[config.mk]
export PLATFORM = sky130hd
export DESIGN_NAME = onehot_enc_64b
export DESIGN_NICKNAME = d
export VERILOG_FILES = /design/src/rtl/enc_pkg.sv /design/src/rtl/enc_8b.sv /design/src/rtl/onehot_enc_64b.sv
export SDC_FILE = /design/constraint.sdc
export NUM_CORES = 1
export LEC_CHECK = 0
export CORE_MARGIN = 5
export CORE_UTILIZATION = 29
export DETAILED_ROUTE_END_ITERATION = 16
export PLACE_DENSITY = 0.8
export SYNTH_ARGS = -nofsm -noshare
export SYNTH_HDL_FRONTEND = slang
export SYNTH_SLANG_ARGS = --single-unit
[constraint.sdc]
create_clock -name clk_i -period 0.8 [get_ports clk_i]
set_input_delay 0.24 -clock clk_i [delete_from_list [all_inputs] [get_ports clk_i]]
set_output_delay 0.24 -clock clk_i [all_outputs]
set_load 0.01 [all_outputs]
[src/rtl/enc_pkg.sv]
// Shared widths and types for the 64-to-6 highest-set-bit encoder.
package enc_pkg;

  localparam int unsigned ENC_IN_W  = 64;
  localparam int unsigned ENC_OUT_W = 6;
  localparam int unsigned ENC_GRP_W = 8;
  localparam int unsigned ENC_GRP_N = 8;

  typedef logic [ENC_OUT_W-1:0] enc_idx_t;

  // Result of one 8-bit group encoder.
  typedef struct packed {
    logic       any;
    logic [2:0] idx;
  } grp_res_t;

endpackage : enc_pkg

[src/rtl/enc_8b.sv]
// Combinational 8-to-3 priority encoder; the highest set bit wins.
// The any_o output flags a non-zero input. An all-zero input gives idx_o = 0.
module enc_8b (
  input  logic [7:0] in_i,
  output logic [2:0] idx_o,
  output logic       any_o
);

  // Ascending scan, so a later (higher) set bit overrides a lower one.
  always_comb begin
    idx_o = '0;
    any_o = 1'b0;
    for (int unsigned i = 0; i < 8; i++) begin
      if (in_i[i]) begin
        idx_o = i[2:0];
        any_o = 1'b1;
      end
    end
  end

endmodule : enc_8b

[src/rtl/onehot_enc_64b.sv]
// One-hot (nominal) 64-bit word to 6-bit index encoder with a valid strobe.
// A non-one-hot input resolves to its highest set bit, and an all-zero input
// resolves to 0. The data path ignores valid.
// A two-level tree builds the result. Eight byte-group encoders run first,
// then one encoder runs over their "any" flags, and the selected local index
// is muxed in after that.
// OUT_REG = 1 gives a single async-reset output register stage.
// OUT_REG = 0 gives a purely combinational path.
module onehot_enc_64b
  import enc_pkg::*;
#(
  parameter int OUT_REG = 1
) (
  input  logic        clk_i,
  input  logic        rst_i,
  input  logic [63:0] in_data_i,
  input  logic        in_valid_i,
  output logic [5:0]  out_data_o,
  output logic        out_valid_o
);

  grp_res_t   grp_res [ENC_GRP_N];
  logic [ENC_GRP_N-1:0] grp_any;
  logic [2:0] grp_sel;
  logic       grp_any_unused;
  enc_idx_t   enc_idx;

  // Level 1: one priority encoder per byte group.
  for (genvar g = 0; g < ENC_GRP_N; g++) begin : g_grp
    enc_8b u_enc_grp (
      .in_i  (in_data_i[g*ENC_GRP_W +: ENC_GRP_W]),
      .idx_o (grp_res[g].idx),
      .any_o (grp_res[g].any)
    );
    assign grp_any[g] = grp_res[g].any;
  end

  // Level 2: the highest non-empty group selects the upper index bits.
  // Its own "any" would only mean "input non-zero", and the design has no
  // zero flag, so that output is left unused.
  enc_8b u_enc_sel (
    .in_i  (grp_any),
    .idx_o (grp_sel),
    .any_o (grp_any_unused)
  );

  // Group index on top, with the selected group's local index below it.
  always_comb begin
    enc_idx = {grp_sel, grp_res[grp_sel].idx};
  end

  if (OUT_REG != 0) begin : g_reg
    enc_idx_t out_data_d, out_data_q;
    logic     out_valid_d, out_valid_q;

    // Next-state is the fresh encode and valid every cycle, with no hold term.
    always_comb begin
      out_data_d  = enc_idx;
      out_valid_d = in_valid_i;
    end

    // Output register. Reset clears it at once and drops any in-flight result.
    always_ff @(posedge clk_i or posedge rst_i) begin
      if (rst_i) begin
        out_data_q  <= '0;
        out_valid_q <= 1'b0;
      end else begin
        out_data_q  <= out_data_d;
        out_valid_q <= out_valid_d;
      end
    end

    assign out_data_o  = out_data_q;
    assign out_valid_o = out_valid_q;
  end else begin : g_comb
    logic clk_rst_unused;

    assign clk_rst_unused = clk_i ^ rst_i;
    assign out_data_o     = enc_idx;
    assign out_valid_o    = in_valid_i;
  end

endmodule : onehot_enc_64b

; After elaboration in Yosys (flattened, before gate mapping)
; Index checks and enable logic that the tools add are counted.
[totals]
ff_bits = 7
[op_classes]
n_lt_le_gt_ge = 1
muxes = 130
bitwise_logic = 1
[ops]
columns = operator, count
row1 = 3-bit two-way mux, 38
row2 = 1-bit two-way mux, 73
row3 = 2-bit two-way mux, 18
row4 = 4-bit binary-select mux with 3-bit select, 1
row5 = 4-bit >= comparator (second input constant), 1
row6 = 3-bit NOT with 4-bit output, 1

; Depth between registers and ports, before layout
[depth]
ltp_word = 19
ltp_mapped = 7

; By module
; Synthesis repeated with hierarchy kept, for this count alone.
[hier_totals]
cells_unflattened = 126
area_unflattened_um2 = 899.6
[by_module_without_submodules]
columns = module, instances, cells_each, area_per_inst_um2
row1 = enc_8b, 9, 12, 57.6
row2 = onehot_enc_64b, 1, 18, 381.6

; Worst setup path before layout
; OpenSTA, ideal clock, no wires.
[synth_timing]
path_type = input-to-reg
from = in in_data_i[12]
to = reg g_reg.out_data_q[1], in the netlist out_data_o[1]
t_arrival_ns = 1.905
required_time_ns = 0.668
slack_ns = -1.237
path_stages = 6
n_path_buf = 0
cell_sequence = or4_1 -> o211a_1 -> o211a_1 -> or4_1 -> a31oi_1 -> a32oi_1
[synth_via]
elab_chain_len = 15
word_cells_on_any_way = 19
cone_classes = mux (18) / bitwise (1)
[synth_lines]
columns = item, line_no
row1 = start: declaration, onehot_enc_64b.sv:16  ; input logic [63:0] in_data_i,
row2 = 1-bit two-way mux (5 in a row), enc_8b.sv:14  ; if (in_i[i]) begin
row3 = 2-bit two-way mux (2 in a row), enc_8b.sv:14
row4 = 3-bit two-way mux (4 in a row), enc_8b.sv:14
row5 = 3-bit NOT with 4-bit output (not written as such), onehot_enc_64b.sv:49  ; enc_idx = {grp_sel, grp_res[grp_sel].idx};
row6 = 4-bit binary-select mux with 3-bit select *, onehot_enc_64b.sv:49
row7 = 3-bit two-way mux (not written as such) * (2 in a row), onehot_enc_64b.sv:49
row8 = net enc_idx[1], onehot_enc_64b.sv:26  ; enc_idx_t enc_idx;
row9 = end signal: assignment, onehot_enc_64b.sv:68  ; out_data_q <= out_data_d;
row10 = end: declaration, onehot_enc_64b.sv:53  ; enc_idx_t out_data_d, out_data_q;
; The timed path passes the listed nets; every way through them passes the cells marked *. The select of a mux whose other input is x is not followed.

; Worst setup path in the final report
[layout_timing]
from = in in_data_i[40]
to = reg g_reg.out_data_q[1], in the netlist out_data_o[1]
[layout_via]
elab_chain_len = 15
[layout_lines]
columns = item, line_no
row1 = 1-bit two-way mux (8 in a row), enc_8b.sv:14
row2 = 3-bit two-way mux (3 in a row), enc_8b.sv:14
row3 = 3-bit NOT with 4-bit output (not written as such), onehot_enc_64b.sv:49
row4 = 4-bit binary-select mux with 3-bit select, onehot_enc_64b.sv:49
row5 = 3-bit two-way mux (not written as such) (2 in a row), onehot_enc_64b.sv:49
row6 = net enc_idx[1], onehot_enc_64b.sv:26
; The timed path passes the listed nets, and every way through them passes these cells. The select of a mux whose other input is x is not followed.

==> run summary <==
The number of nets still failing antenna checks after routing is 0. The repair_antennas step left the layout with diodes totalling 0. Among all stages on the critical path, the largest delay is contributed by or4_1. In this run, distinct cell masters in the synthesized netlist total 30.

The worst setup path is captured at a flip-flop. The routed length on met1 is 2060 um. Wires add up to 5880 um. The final estimated routing congestion in global placement is 0.855. The violation count after the first detailed-route iteration came out at 92. The clock edge transition at the registers on the reported setup and hold paths is 0.06 ns. Counting every sink on the clock net gives 7. The global-route wire length before repair came out at 7870 um. For the pin with the worst max-slew slack, the measured transition is 0.414 ns.

The via count of the first global-routing pass came out at 1736. The relative slew slack is 72.1%. The routed length per instance came out at 17.9 um. At the worst endpoint, the arrival time is 2.23 ns. The die boundary height is 65.4 um. The library cells used most frequently in the layout, excluding fill and tap cells, are buf_4, nor2_1, clkbuf_2, buf_6, buf_2. The ratio of cells with drive above 1 in the final layout came out at 58.1%. Compared with the post-synthesis result, the final layout area differs by 174%. The routed length on met3 came out at 474 um. The number of buffers inserted for hold repair after clock tree synthesis came out at 0.

Yosys attributes the largest share of cell area to dfrtp_1, nor2_1, nor4_1. 74 I/O pins were placed. The final net count came out at 364. The cell count after synthesis came out at 128. The effective utilization at floorplan is 29.7%.

The maximum ir drop on the vdd rail came out at 0.324 mV. Summed over all cells, the static leakage comes to 1.14 nW. The flip-flop and latch count after synthesis is 7. The detailed router placed 1816 vias in this run. The total congestion overflow after global routing came out at 0. The total routing resource utilization after global routing is 23.6%. The total of max-cap violations is 0. At the worst endpoint, the required time is 0.92 ns.

The length of the first detailed-routing pass in iterations came out at 4. The number of endpoints failing setup at the final stage came out at 13. The number of CTS-inserted buffers is 3.

The net count after synthesis is 195. The highest achievable clock rate came out at 0.474 GHz. The number of H-tree levels came out at 1.

The count of buffers inserted at the top-level ports is 72. The sequential share of the synthesized area came out at 19.7%. OpenSTA, run right after detailed placement, puts the worst setup slack at -1.73 ns. The completed layout was analyzed and its total power is 1.50 mW.

On the worst path, the slowest cell contributes a delay of 0.49 ns. The site row count is 20. For this design the ratio of total power to cell area is 615 nW/um^2. Entering global routing, the biggest net connects 8 pins. The tightest min-delay check is of the in2async type. The family with the most delay on the worst path is simple AND/OR/NAND/NOR gates. Fill cells in the final layout number 181.

Summed over all failing endpoints, the final setup total negative slack is -6.90 ns. The final critical delay including setup and external delays came out at 2.11 ns. The average cell area after synthesis is 6.96 um^2. The number of antenna violations at the first check in global routing came out at 0. Setup repair after global routing could not meet its margin everywhere.

The die covers 4280 um^2. The critical setup path kind is in2reg. The library cell used most frequently in the layout, excluding fill and tap cells, is buf_4. The warning count from the yosys run came out at 0. The area of the mapped netlist is 891 um^2. The maximum number of buffers from clock root to sink came out at 2. The share of Yosys cell area claimed by the top area cell type came out at 19.7%. For this run, design rule violations remaining after detail routing come to 0.

Of all cell types, the one taking the most synthesized area is dfrtp_1. Walking the worst path, the cells encountered are dlygate4sd2_1, nor4_2, buf_4, nand4_1, o211a_1, or4_1, a31oi_1, a32oi_1. STA classifies the critical path startpoint as a primary input. Of the available clock period, the critical path in the final layout requires 264%. The total area inside the core boundary comes to 3000 um^2. The via count normalized by instance count is 5.52.

The run finished, with violations left. The worst-path maximum fanout came out at 3. The width of the die came out at 65.4 um. The checks that failed: negative setup slack.

The total buffers and inverters traversed by the critical path came out at 2. The top layer reached by signal wires is met4. In this run the clock root is driven by a clkbuf_4. TritonCTS built the clock tree. The number of failing hold endpoints at the final stage is 0. The placed wire-length estimate after detailed placement came out at 3530 um. The number of pins exceeding their max-slew limit in the final report came out at 0.

The post-layout worst setup margin came out at -1.31 ns. The met2 wirelength from detailed routing came out at 3040 um.
[report_power, final]
| part | internal [mW] | switching (mW) | total [mW] |
|---|---|---|---|
| logic | 0.456 | 0.337 | 0.793 |
| clock network | 0.191 | 0.148 | 0.340 |
| registers | 0.364 | 0.00378 | 0.368 |
[Yosys cell counts]
master and number:
or4_1 6, nor3_1 7, a31oi_1 2, a211o_1 1
o211ai_2 1, o21bai_1 5, o21ai_0 3, nor2_1 25
o31ai_1 3, nand3_1 2, nand4_1 2, and2_1 2
o211ai_1 1, a32oi_1 2, nor2b_1 1, nand2_1 3
nand3_2 1, a2111oi_0 1, a21oi_1 12, o311ai_0 1
dfrtp_1 7, or4_4 2, nor4_2 2, inv_2 1
a311oi_2 1, mux2i_1 3, inv_1 12, nand2b_1 6
nor4_1 11, o211a_1 2
[cell families (layout without fill, tap and decap cells)]
group / Yosys count / count (layout) / synth area share [%]
compound gates: 35 / 35 / 27.7
buf+inv: 13 / 181 / 5.48
mux: 3 / 3 / 3.37
simple gates: 70 / 70 / 43.8
flops: 7 / 7 / 19.7
[per-layer routing]
| layer | track usage, % | up-vias |
|---|---|---|
| met5 | 0 | - |
| met4 | 8.29 | 0 |
| met3 | 3.76 | 34 |
| met2 | 45.6 | 116 |
| met1 | 25.6 | 835 |
| li1 | - | 831 |
[final cells by class]
type                    instances  area [um^2]  area share, %
flip-flops and latches          7          175           7.18
clock buffers                   4         26.3           1.08
multi-input cells             108          876           35.9
well taps                      33         41.3           1.69
repair buffers                164         1270           52.1
inverters                      13         48.8           2.00
[worst max-delay path by stage]
stage	to	slack, ns	startpoint	cells past startpoint
after floorplan	out_data_o[1]	-1.21	in_data_i[8]	6
after global placement	out_data_o[1]	-1.67	in_data_i[9]	7
after detailed placement	out_data_o[1]	-1.73	in_data_i[12]	7
after CTS	out_data_o[1]	-1.16	in_data_i[15]	7
after global routing	out_data_o[1]	-1.36	in_data_i[40]	8
final	out_data_o[1]	-1.31	in_data_i[40]	8
[sequential cells by signal, indices dropped and copies added, names as in the netlist]
signal       cells
out_data_o       6
out_valid_o      1
[through the flow]
| stage | instance area [um^2] | utilization (%) | hold slack (ns) | instances |
|---|---|---|---|---|
| after floorplan | 920 | - | 0.0434 | 128 |
| after global placement | 2200 | 73.3 | 0.478 | 302 |
| after detailed placement | 2200 | 73.3 | 0.479 | 302 |
| after CTS | 2320 | 77.2 | 0.204 | 315 |
| after global routing | 2440 | 81.2 | 0.238 | 329 |
| final | 2440 | 81.2 | 0.210 | 329 |
[what timing repair did]
item                                    4_1_cts  5_1_grt
pin swaps                                    30       33
endpoints found under the setup margin       13       13
setup buffers                                10       16
cloned                                        0        0
resized for setup                           153       81
Note: power is estimated with default switching activity, not from simulation.
